File: config.mk
export PLATFORM = sky130hd
export DESIGN_NAME = logic_unit_pipe_flat
export DESIGN_NICKNAME = d
export VERILOG_FILES = /design/src/rtl/logic_unit_pipe_if.sv /design/src/rtl/logic_unit_pipe.sv /design/src/flat_wrapper.sv
export SDC_FILE = /design/constraint.sdc
export NUM_CORES = 1
export LEC_CHECK = 0
export BUFFER_PORTS_ARGS = -buffer_cell sky130_fd_sc_hd__buf_2
export CELL_PAD_IN_SITES_DETAIL_PLACEMENT = 1
export CELL_PAD_IN_SITES_GLOBAL_PLACEMENT = 1
export CORE_MARGIN = 10
export CORE_UTILIZATION = 43
export DETAILED_ROUTE_END_ITERATION = 12
export HOLD_SLACK_MARGIN = 0.05
export MAX_ROUTING_LAYER = met4
export PLACE_DENSITY_LB_ADDON = 0.1
export SYNTH_ARGS = -nofsm -noshare
export SYNTH_HDL_FRONTEND = slang
export SYNTH_SLANG_ARGS = --single-unit
File: constraint.sdc
create_clock -name clk -period 3.1 [get_ports clk]
set_input_delay 0.62 -clock clk [delete_from_list [all_inputs] [get_ports clk]]
set_output_delay 0.62 -clock clk [all_outputs]
set_load 0.02 [all_outputs]
File: src/rtl/logic_unit_pipe_if.sv
// Handshake bundle between the ALU operand mux, the logic unit and writeback.
// The slave modport is the logic unit; the master modport is its environment.
interface logic_unit_pipe_if #(
   parameter int WIDTH = 32,
   parameter int CNT_W = 8
);
   logic             in_valid;
   logic             in_ready;
   logic [2:0]       in_op;
   logic             in_acc;
   logic             in_last;
   logic [WIDTH-1:0] in1;
   logic [WIDTH-1:0] in2;
   logic             out_valid;
   logic             out_ready;
   logic [WIDTH-1:0] out;
   logic             out_zero;
   logic             out_ones;
   logic [CNT_W-1:0] out_beats;

   modport slave (
      input  in_valid, in_op, in_acc, in_last, in1, in2, out_ready,
      output in_ready, out_valid, out, out_zero, out_ones, out_beats
   );

   modport master (
      output in_valid, in_op, in_acc, in_last, in1, in2, out_ready,
      input  in_ready, out_valid, out, out_zero, out_ones, out_beats
   );
endinterface

File: src/rtl/logic_unit_pipe.sv
// Registered eight-op bitwise unit with valid/ready on both sides and an
// accumulate mode that folds a chain of beats into a single result.
//
// state | meaning
// ------+--------------------------------------------------------------
// IDLE  | no chain open; operand A comes from in1
// ACC   | chain open; operand A comes from the accumulator, in_acc ignored
module logic_unit_pipe #(
   parameter int WIDTH = 32,
   parameter int CNT_W = 8
) (
   input logic clk,
   input logic rst_n,
   logic_unit_pipe_if.slave bus
);

   typedef enum logic {
      S_IDLE = 1'b0,
      S_ACC  = 1'b1
   } state_t;

   state_t           r_state;
   logic [WIDTH-1:0] r_acc;
   logic [CNT_W-1:0] r_cnt;
   logic             r_out_valid;
   logic [WIDTH-1:0] r_out;
   logic             r_out_zero;
   logic             r_out_ones;
   logic [CNT_W-1:0] r_out_beats;

   logic             w_in_ready;
   logic             w_fire;
   logic             w_produce;
   logic             w_open_chain;
   logic [WIDTH-1:0] w_a;
   logic [WIDTH-1:0] w_res;
   logic [CNT_W-1:0] w_cnt_inc;
   logic [CNT_W-1:0] w_beats;

   function automatic logic [WIDTH-1:0] f_op(input logic [2:0]       op,
                                             input logic [WIDTH-1:0] a,
                                             input logic [WIDTH-1:0] b);
      logic [WIDTH-1:0] r;
      r = '0;
      case (op)
         3'b000:  r = a & b;
         3'b001:  r = a | b;
         3'b010:  r = a ^ b;
         3'b011:  r = ~(a | b);
         3'b100:  r = a & ~b;
         3'b101:  r = a | ~b;
         3'b110:  r = a;
         default: r = ~a;
      endcase
      return r;
   endfunction

   assign w_in_ready = !r_out_valid || bus.out_ready;
   assign w_fire     = bus.in_valid && w_in_ready;

   always_comb begin
      w_a          = bus.in1;
      w_produce    = 1'b0;
      w_open_chain = 1'b0;
      w_beats      = CNT_W'(1);
      w_cnt_inc    = (r_cnt == {CNT_W{1'b1}}) ? r_cnt : r_cnt + CNT_W'(1);
      if (r_state == S_ACC) begin
         w_a       = r_acc;
         w_produce = w_fire && bus.in_last;
         w_beats   = w_cnt_inc;
      end else begin
         w_produce    = w_fire && (!bus.in_acc || bus.in_last);
         w_open_chain = w_fire && bus.in_acc && !bus.in_last;
      end
      w_res = f_op(bus.in_op, w_a, bus.in2);
   end

   always_ff @(posedge clk or negedge rst_n) begin
      if (!rst_n) begin
         r_state     <= S_IDLE;
         r_acc       <= '0;
         r_cnt       <= '0;
         r_out_valid <= 1'b0;
         r_out       <= '0;
         r_out_zero  <= 1'b0;
         r_out_ones  <= 1'b0;
         r_out_beats <= '0;
      end else begin
         // a new result takes priority over retiring the old one
         if (w_produce) begin
            r_out_valid <= 1'b1;
            r_out       <= w_res;
            r_out_zero  <= ~|w_res;
            r_out_ones  <= &w_res;
            r_out_beats <= w_beats;
         end else if (r_out_valid && bus.out_ready) begin
            r_out_valid <= 1'b0;
         end

         if (w_fire) begin
            case (r_state)
               S_IDLE: begin
                  if (w_open_chain) begin
                     r_acc   <= w_res;
                     r_cnt   <= CNT_W'(1);
                     r_state <= S_ACC;
                  end
               end
               default: begin
                  if (bus.in_last) begin
                     r_state <= S_IDLE;
                  end else begin
                     r_acc <= w_res;
                     r_cnt <= w_cnt_inc;
                  end
               end
            endcase
         end
      end
   end

   assign bus.in_ready  = w_in_ready;
   assign bus.out_valid = r_out_valid;
   assign bus.out       = r_out;
   assign bus.out_zero  = r_out_zero;
   assign bus.out_ones  = r_out_ones;
   assign bus.out_beats = r_out_beats;

endmodule

File: src/flat_wrapper.sv
// flat-port wrapper written by rule: the top's interface ports become plain ports
module logic_unit_pipe_flat 
#(
   parameter int WIDTH = 32,
   parameter int CNT_W = 8
)
  (clk, rst_n, bus_in_valid, bus_in_op, bus_in_acc, bus_in_last, bus_in1, bus_in2, bus_out_ready, bus_in_ready, bus_out_valid, bus_out, bus_out_zero, bus_out_ones, bus_out_beats);
  logic_unit_pipe_if #(.WIDTH(WIDTH), .CNT_W(CNT_W)) bus_i ();
  input logic clk;
  input logic rst_n;
  input wire logic [$bits(bus_i.in_valid)-1:0] bus_in_valid;
  input wire logic [$bits(bus_i.in_op)-1:0] bus_in_op;
  input wire logic [$bits(bus_i.in_acc)-1:0] bus_in_acc;
  input wire logic [$bits(bus_i.in_last)-1:0] bus_in_last;
  input wire logic [$bits(bus_i.in1)-1:0] bus_in1;
  input wire logic [$bits(bus_i.in2)-1:0] bus_in2;
  input wire logic [$bits(bus_i.out_ready)-1:0] bus_out_ready;
  output wire logic [$bits(bus_i.in_ready)-1:0] bus_in_ready;
  output wire logic [$bits(bus_i.out_valid)-1:0] bus_out_valid;
  output wire logic [$bits(bus_i.out)-1:0] bus_out;
  output wire logic [$bits(bus_i.out_zero)-1:0] bus_out_zero;
  output wire logic [$bits(bus_i.out_ones)-1:0] bus_out_ones;
  output wire logic [$bits(bus_i.out_beats)-1:0] bus_out_beats;
  assign bus_i.in_valid = bus_in_valid;
  assign bus_i.in_op = bus_in_op;
  assign bus_i.in_acc = bus_in_acc;
  assign bus_i.in_last = bus_in_last;
  assign bus_i.in1 = bus_in1;
  assign bus_i.in2 = bus_in2;
  assign bus_i.out_ready = bus_out_ready;
  assign bus_in_ready = bus_i.in_ready;
  assign bus_out_valid = bus_i.out_valid;
  assign bus_out = bus_i.out;
  assign bus_out_zero = bus_i.out_zero;
  assign bus_out_ones = bus_i.out_ones;
  assign bus_out_beats = bus_i.out_beats;
  logic_unit_pipe #(.WIDTH(WIDTH), .CNT_W(CNT_W)) u_core (.clk(clk), .rst_n(rst_n), .bus(bus_i));
endmodule
==> run_results.csv, run 1 <==
group,metric,value,unit
logic_synthesis,synth_top_cell_by_area,"dfrtp_1",
timing,period_share,94.8,%
drt,ant_nets,0,
critical_path,path_cells,"buf_4 -> buf_12 -> mux2i_2 -> ha_1 -> mux2i_1 -> o22ai_1 -> a31oi_1 -> o221ai_1 -> nand2_1 -> and4_1 -> nand4_1 -> o31ai_1",
timing,fin_ws,0.162,ns
timing,skew,0.00603,ns
critical_path,cp-end-kind,"register",
place,dpl.cell_count,1208,
pwr,power_leakage,0.00428,uW
timing,rsz0062_at_grt,"no",
drt,vias,7129,
pwr,power_density,528,nW/um^2
floorplanning,die_height,148,um
pwr,p_switching,1830,uW
logic_synthesis,yosysTopAreaCellShare,29.8,%
drt,drc_errors,0,
critical_path,r2r_setup_slack,0.16,ns
global_route,grt_most_used_layer,"met2",
drt,detail_route.first_pass.iterations,5,
critical_path,required,3.35,ns
pwr,irDropWorstVdd,0.000321,V
timing,slew_violations,0,
cts,clockBufferDepth,2,
critical_path,cp_max_fo,6,
logic_synthesis,yosysMostFrequentCell,"nand2_1",
timing,worst_slew_pin_slew,0.791,ns
cts,cts_root_buf,"clkbuf_16",
cells_and_area,diodes,0,
timing,min_period,2.94,ns
global_route,use_met1,31.8,%
critical_path,slowest_stage,"dfrtp_2",
cts,clk_pin_slew_worst_paths,0.06,ns
logic_synthesis,synth_area,7060,sq um
global_route,grt_util_met2,39.9,%
global_route,grt_overflow,0,
global_route,grt_use_total,24.4,%
place,dp_slack,0.0426,ns
place,place_hpwl,20400,um
drt,wirelength,26800,um
logic_synthesis,synth_area_leaders,"dfrtp_1 30%, ha_1 12%, nand2_1 9.8%",
floorplanning,dieArea,22000,sq um
cells_and_area,area_delta_synth_final,21.9,%
cells_and_area,layout-drive-gt1-share,24.6,%
cts,insertion_delay,0.35,ns
pwr,p_int,2720,uW
logic_synthesis,synth_warnings,0,
logic_synthesis,ys_types,65,
pwr,seq_power_share,34.5,%
logic_synthesis,syn_nets,1010,
timing,maxSlewHeadroom,47.2,%
critical_path,arrival,3.19,ns
timing,hold_viol_final,0,
cts,htreeDepth,3,
logic_synthesis,ys.flop_type,"dfrtp_1",
run_status,status,"complete, no violations",
pwr,p_comb_share,42.3,%
critical_path,critical_path.max_stage_delay,0.45,ns
cts,numCtsBuffers,9,
timing,fmax,340,MHz
global_route,grt_pass1_wl,41900,um
global_route,antenna_found_initial,0,
drt,avgRoutedWirePerCell,21.8,um
logic_synthesis,yosys-top-cells-count,"184 x nand2_1, 86 x o21ai_0, 84 x dfrtp_1, 65 x ha_1, 59 x mux2i_1",
floorplanning,die_x,148,um
drt,drt_iter0_drc,486,
floorplanning,core_area,16000,sq um
global_route,grt_pass1_vias,7669,
logic_synthesis,avgSynthCellArea,8.10,sq um
cts,tritoncts,"done",
hold_path,hp-class,"input port to asynchronous set/reset pin",
global_route,grt_use_met3,2.46,%
critical_path,start_kind,"register",
logic_synthesis,yosysSeqAreaShare,29.8,%
cells_and_area,nNetsFinal,1149,
pwr,switching_share,40.2,%
place,port_buffers,116,
timing,setup_tns,0,ns
logic_synthesis,synthArstFlopShare,100,%
logic_synthesis,synth-edff-count,0,
flow_run,cap_violations,0,
global_route,grt_max_degree,60,
cells_and_area,final-instance-count-excl-fill,1232,
floorplanning,io_pins,117,
critical_path,critPathKind,"register to register",
floorplanning,rows,46,
logic_synthesis,ys_ff_latch,84,
pwr,design_power_total,4550,uW
cts,clkSinkCount,84,
drt,avgViaCountPerCell,5.79,
timing,setup_viol,0,
pwr,power.share.clock,23.1,%
logic_synthesis,postSynthCellCount,872,
place,place.gp.congestion,0.898,
floorplanning,start_util,44.1,%
==> registers in the layout (all words and copies together), names as in the netlist <==
signal and count:
u_core.r_acc 32, u_core.r_state 1, u_core.bus.out_zero 1, u_core.bus.out 32, u_core.bus.out_beats 8, u_core.r_cnt 8, u_core.bus.out_valid 1, u_core.bus.out_ones 1
==> path summary, 6_finish.rpt <==
check                                                to                from  depth (start not counted)
worst max-delay path                u_core.bus.out_zero      u_core.r_state                         12
max in group asynchronous            u_core.bus.out[15]               rst_n                          2
worst max register to register      u_core.bus.out_zero      u_core.r_state                         12
worst min register to register       u_core.bus.out[19]  u_core.bus.out[19]                          2
worst min-delay path            u_core.bus.out_beats[0]               rst_n                          1
min in group clk                     u_core.bus.out[19]  u_core.bus.out[19]                          2
==> power by group through the flow <==
stage	Combinational [uW]	Clock, uW	Sequential, uW
5_1_grt	2120	1120	1600
2_1_floorplan	977	0	1660
4_1_cts	1840	1060	1560
3_3_place_gp	1720	0	1560
6_report	1930	1050	1570
3_5_place_dp	1820	0	1570
==> worst max-delay path, delay by kind of cell, from the launching register on <==
kind	cells	cell delay [ns]
DFF	1	0.45
and+or+nand+nor	3	0.64
buffers and inverters	2	0.29
muxes	2	0.44
adders and majority gates	1	0.30
AOI/OAI and AO/OA	4	0.73
==> layout make-up <==
| type | count | area [sq um] |
|---|---|---|
| fillers | 2007 | 7390 |
| multi-input cells | 682 | 4530 |
| flip-flops and latches | 84 | 2100 |
| repair buffers | 186 | 1240 |
| well taps | 216 | 270 |
| clock buffers | 12 | 267 |
| inverters | 48 | 183 |
| clock inverters | 4 | 22.5 |
==> routing by layer <==
layer	up-vias	part of all wire, %
met1	3595	46
met5	-	0
met2	196	48
met3	37	4.2
met4	0	1.9
li1	3301	-
==> logic make-up after synthesis <==
group                      after synthesis  synth area share (%)
muxes                                   79                  12.2
AOI/OAI and AO/OA                      221                  18.9
adders and majority gates               65                  11.5
DFF                                     84                  29.8
and+or+nand+nor                        306                  18.7
xor gates and xnor gates                11                  1.36
buffers and inverters                  106                  7.64
==> stage by stage <==
step           hold slack (ns)  instance area (sq um)  utilization, %
6_report                 0.354                   8610            53.8
5_1_grt                  0.417                   8610            53.8
4_1_cts                  0.401                   8430            52.7
3_5_place_dp             0.463                   8140            50.9
3_3_place_gp             0.454                   8140            50.9
2_1_floorplan            0.324                   7060               -
==> what timing repair did <==
action / CTS / global route
resized for setup: 0 / 21
hold buffers: 0 / 0
setup endpoints to repair: 0 / 2
setup buffers: 0 / 7
==> cells in the final DEF (no fill, tap or decap), types with 10 or more instances in the layout <==
cell type / n
mux2_2: 14
clkbuf_16: 10
nand2_1: 184
a21oi_1: 48
buf_2: 114
nor2_1: 52
ha_1: 65
o22ai_1: 13
dfrtp_1: 83
o21ai_0: 85
a31oi_1: 10
nand3_1: 18
mux2i_1: 50
inv_1: 46
buf_4: 62
No activity file was read; power rests on OpenSTA's default activity.
==> run 2, diff against run 1 <==
- CORE_MARGIN: 10 -> 2
==> run 2 against run 1 <==
Critical path type unchanged. Maximum frequency down 2.6%. Highest routed layer unchanged. Hold slack worse by 0.11 ns. Combinational power down 2%.
==> run_results.csv, run 2 (synthesized netlist as in run 1, its figures left out) <==
group,metric,value,unit
run_status,status,"complete, no violations",
floorplanning,io_pins,117,
timing,fmax,331,MHz
critical_path,cp_max_fo,7,
floorplanning,dieArea,17500,sq um
drt,drc_errors,0,
drt,detail_route.first_pass.iterations,4,
timing,hold_viol_final,0,
timing,setup_viol,0,
flow_run,cap_violations,0,
cts,numCtsBuffers,9,
pwr,power_density,528,nW/um^2
cts,tritoncts,"done",
drt,drt_iter0_drc,364,
cts,clkSinkCount,84,
critical_path,cp_top_family,"simple AND/OR/NAND/NOR gates",
floorplanning,core_area,15900,sq um
timing,worst_slew_pin_slew,0.636,ns
cells_and_area,fillCellCount,1997,
global_route,antenna_found_initial,1,
cts,clockBufferDepth,2,
cells_and_area,final_common_cell,"nand2_1",
cells_and_area,area_delta_synth_final,22.2,%
critical_path,arrival,3.27,ns
drt,vias,7077,
cells_and_area,seqCellArea,2110,sq um
drt,wirelength,25600,um
floorplanning,rows,46,
critical_path,required,3.36,ns
place,place_hpwl,19700,um
cts,insertion_delay,0.34,ns
timing,holdWs,0.243,ns
cells_and_area,layout-drive-gt1-share,25.4,%
timing,setup_tns,0,ns
timing,rsz0062_at_grt,"yes",
timing,period_share,97.3,%
cells_and_area,nNetsFinal,1151,
drt,ant_nets,0,
critical_path,critPathKind,"register to register",
global_route,grt_overflow,0,
pwr,power_leakage,0.00427,uW
critical_path,cp-end-kind,"register",
timing,maxSlewHeadroom,57.4,%
floorplanning,die_height,132,um
cells_and_area,multi_input_area,4570,sq um
global_route,grt_pass1_vias,7550,
critical_path,path_cells,"buf_4 -> mux2i_2 -> ha_1 -> and2b_1 -> a211o_1 -> o21ai_0 -> o21a_2 -> nor4_2 -> nand4_1 -> or4_1 -> o31ai_2",
cts,htreeDepth,3,
timing,min_period,3.02,ns
timing,skew,0.00699,ns
global_route,grt_max_degree,49,
drt,avgRoutedWirePerCell,20.7,um
critical_path,critical_path.max_stage_delay,0.53,ns
cts,cts_root_buf,"clkbuf_16",
floorplanning,start_util,44.3,%
place,place.gp.congestion,0.889,
hold_path,hp-class,"input port to asynchronous set/reset pin",
timing,slew_violations,0,
global_route,grt_use_total,29.9,%
place,port_buffers,116,
critical_path,start_kind,"register",
cells_and_area,most-common-layout-cells,"184 x nand2_1, 114 x buf_2, 85 x o21ai_0",
critical_path,path_buf_inv,1,
critical_path,slowest_stage,"dfrtp_4",
global_route,grt_pass1_wl,40300,um
cts,clk_pin_slew_worst_paths,0.07,ns
pwr,irDropWorstVdd,0.000393,V
drt,avgViaCountPerCell,5.73,
floorplanning,die_x,132,um
cts,cts-hold-fix-buffers,0,
## run 2: repair_timing
| item | CTS | global route |
|---|---|---|
| cloned | 0 | 0 |
| pin swaps | 0 | 1 |
| gates resized for setup | 3 | 29 |
| setup buffers | 0 | 6 |
| endpoints found under the setup margin | 1 | 2 |
## run 2: layout make-up
type,instances,area share [%]
inverter,48,2.12
timing repair buffer,188,13.9
tap,216,3.13
clock buffer,9,2.61
multi-input combinational,682,52.9
antenna,1,0.0290
sequential,84,24.4
clock inverter,7,0.884
## run 2: worst paths after layout
path / start / end / slack, ns / cells past startpoint
worst max-delay path: u_core.r_state / u_core.bus.out_zero / 0.08 / 11
worst min-delay path: rst_n / u_core.r_cnt[7] / 0.24 / 1
worst max register to register: u_core.r_state / u_core.bus.out_zero / 0.08 / 11
worst min register to register: u_core.bus.out[20] / u_core.bus.out[20] / 0.48 / 2
max in group asynchronous: rst_n / u_core.r_acc[17] / 2.22 / 2
min in group clk: u_core.bus.out[20] / u_core.bus.out[20] / 0.48 / 2
## run 2: metal layers
metal	up-vias	global-route usage [%]	part of all wire [%]
met5	-	-	0
met4	0	8.15	2.6
met3	41	3.38	4.1
met2	175	48.9	48
met1	3555	39.4	46
li1	3306	-	-
## run 2: per-stage QoR
stage               utilization, %  cell area [sq um]  std cells  setup slack (ns)  power (uW)
floorplan                        -               7060        872             0.500        2630
global placement              51.1               8140       1212            0.0555        3260
finish                        54.1               8630       1235            0.0829        4560
global route                  54.1               8630       1235           -0.0231        4830
detailed placement            51.1               8140       1212           -0.0703        3380
CTS                           53.1               8460       1228            0.0316        4490
## run 2: where the power goes
part | internal, uW | leakage, uW | switching, uW
registers | 1360 | 0.00106 | 218
logic | 745 | 0.00307 | 1150
clock network | 628 | 0.000142 | 461
total | 2730 | 0.00427 | 1830
==> run 3, diff against run 2 <==
- GPL_TIMING_DRIVEN: unset -> 0
==> run 3 against run 2 <==
Combinational power fell by 4%. Sequential power barely moved. Clock skew fell by 0.0017 ns. Clock power rose by 8%. Global-route usage fell by 0.99 points. Critical endpoint is now u_core.bus.out_ones. Hold slack got worse by 0.047 ns. Maximum frequency rose by 0.88%. Non-clock buffer count fell by 10. Cell count fell by 0.89%.
==> run_results.csv, run 3 (synthesized netlist as in run 1, its figures left out) <==
group,metric,value,unit
critical_path,arrival,3.24,ns
place,dp_slack,-0.257,ns
timing,period_share,96.5,%
critical_path,critPathKind,"register to register",
global_route,antenna_found_initial,0,
timing,fin_ws,0.109,ns
critical_path,path_cells,"buf_8 -> buf_8 -> mux2i_1 -> ha_1 -> nor2b_1 -> a2111oi_0 -> a211oi_2 -> nand3_1 -> nor4_1 -> nand3_1 -> o31ai_1",
drt,drc_errors,0,
timing,skew,0.00528,ns
cts,cts_root_buf,"clkbuf_16",
critical_path,required,3.35,ns
timing,min_period,2.99,ns
place,place.gp.congestion,0.852,
floorplanning,io_pins,117,
cts,insertion_delay,0.34,ns
critical_path,cp-end-kind,"register",
global_route,grt_pass1_wl,38800,um
cells_and_area,final-instance-count-excl-fill,1224,
cts,tritoncts,"done",
drt,avgViaCountPerCell,5.65,
cts,numCtsBuffers,9,
critical_path,r2r_end,"u_core.bus.out_ones",
critical_path,start_kind,"register",
global_route,grt_max_degree,59,
floorplanning,rows,46,
cells_and_area,layout-drive-gt1-share,21.7,%
drt,drt_iter0_drc,437,
cells_and_area,most-common-layout-cells,"184 x nand2_1, 131 x buf_2, 85 x o21ai_0",
cells_and_area,nNetsFinal,1141,
critical_path,critical_path.max_stage_delay,0.45,ns
timing,worst_slew_pin_slew,0.703,ns
run_status,status,"complete, no violations",
drt,avgRoutedWirePerCell,20.4,um
cts,clkSinkCount,84,
floorplanning,die_height,132,um
cells_and_area,final_common_cell,"nand2_1",
place,port_buffers,115,
floorplanning,core_area,15900,sq um
cells_and_area,area_delta_synth_final,20.0,%
timing,fmax,334,MHz
critical_path,slowest_stage,"a211oi_2",
place,dpl.cell_count,1204,
drt,wirelength,25000,um
drt,vias,6916,
hold_path,hp-class,"input port to asynchronous set/reset pin",
drt,detail_route.first_pass.iterations,8,
timing,setup_viol,0,
critical_path,cp_max_fo,10,
timing,hold_viol_final,0,
pwr,irDropWorstVdd,0.000361,V
drt,ant_nets,0,
global_route,grt_pass1_vias,7039,
pwr,power_density,537,nW/um^2
global_route,grt_use_total,28.9,%
pwr,power_leakage,0.00414,uW
floorplanning,start_util,44.3,%
critical_path,r2r_setup_slack,0.11,ns
timing,maxSlewHeadroom,52.9,%
cts,htreeDepth,3,
critical_path,r2r-start,"u_core.r_state",
critical_path,rr_worst_depth,11,
cts,clockBufferDepth,2,
floorplanning,dieArea,17500,sq um
cells_and_area,diodes,0,
timing,setup_tns,0,ns
cts,clk_pin_slew_worst_paths,0.06,ns
place,place_hpwl,19100,um
flow_run,cap_violations,0,
floorplanning,die_x,132,um
global_route,grt_overflow,0,
timing,slew_violations,0,
==> run 3: cell types whose count changed in the layout (fill, tap and decap cells not counted), sizes merged <==
cell / change
clkbuf: +24
buf: -32
bufinv: +1
diode: -1
clkinv: -3
==> run 3: repair_timing <==
item | CTS | global route
hold buffers | 0 | 0
setup endpoints to repair | 2 | 2
resized for setup | 7 | 30
buffers inserted | 0 | 4
pin swaps | 0 | 6
==> run 3: layout make-up <==
| cell class | count | area (sq um) |
|---|---|---|
| Fill cell | 2024 | 7470 |
| Sequential cell | 84 | 2100 |
| Clock inverter | 5 | 83.8 |
| Inverter | 48 | 183 |
| Tap cell | 216 | 270 |
| Buffer | 58 | 369 |
| Clock buffer | 11 | 243 |
| Multi-Input combinational cell | 682 | 4590 |
| Timing Repair Buffer | 120 | 636 |
==> run 3: how the worst max path moves through the flow <==
stage / to / slack, ns / startpoint / depth (start not counted)
CTS: u_core.bus.out_ones / 0.06 / u_core.r_state / 12
detailed placement: u_core.bus.out_ones / -0.26 / bus_in_op[1] / 11
finish: u_core.bus.out_ones / 0.11 / u_core.r_state / 11
global route: u_core.bus.out_zero / -0.01 / u_core.r_state / 13
floorplan: u_core.bus.out_zero / 0.50 / u_core.r_state / 13
global placement: u_core.bus.out_ones / -0.24 / bus_in_op[0] / 10
==> run 3: critical path: cells and delay by family, from the launching register on <==
kind            cells  cell delay (ns)
mux                 1             0.44
buf+inv             2             0.33
fa+ha+maj           1             0.22
compound gates      3             0.81
flops               1             0.36
simple gates        4             0.74
==> run 3: routing by layer <==
metal	wire length (um)	up-vias	global-route usage [%]
met1	11700	3386	39.2
met5	0	-	-
met4	645	0	10.3
met3	1100	46	2.81
li1	-	3293	-
met2	11500	191	45.3
==> run 3: power by group <==
| part | internal [uW] | leakage, uW | switching [uW] |
|---|---|---|---|
| combinational | 681 | 0.00293 | 1130 |
| clock | 731 | 0.000152 | 452 |
| sequential | 1360 | 0.00106 | 204 |
==> run 3: metrics by stage <==
step           hold WS (ns)  instance area, sq um  util [%]  power (uW)
6_report              0.197                  8480      53.2        4550
5_1_grt               0.224                  8480      53.2        4810
4_1_cts               0.204                  8300      52.0        4450
3_5_place_dp          0.459                  7940      49.8        3250
3_3_place_gp          0.458                  7910      49.6        3200
2_1_floorplan         0.324                  7060         -        2630
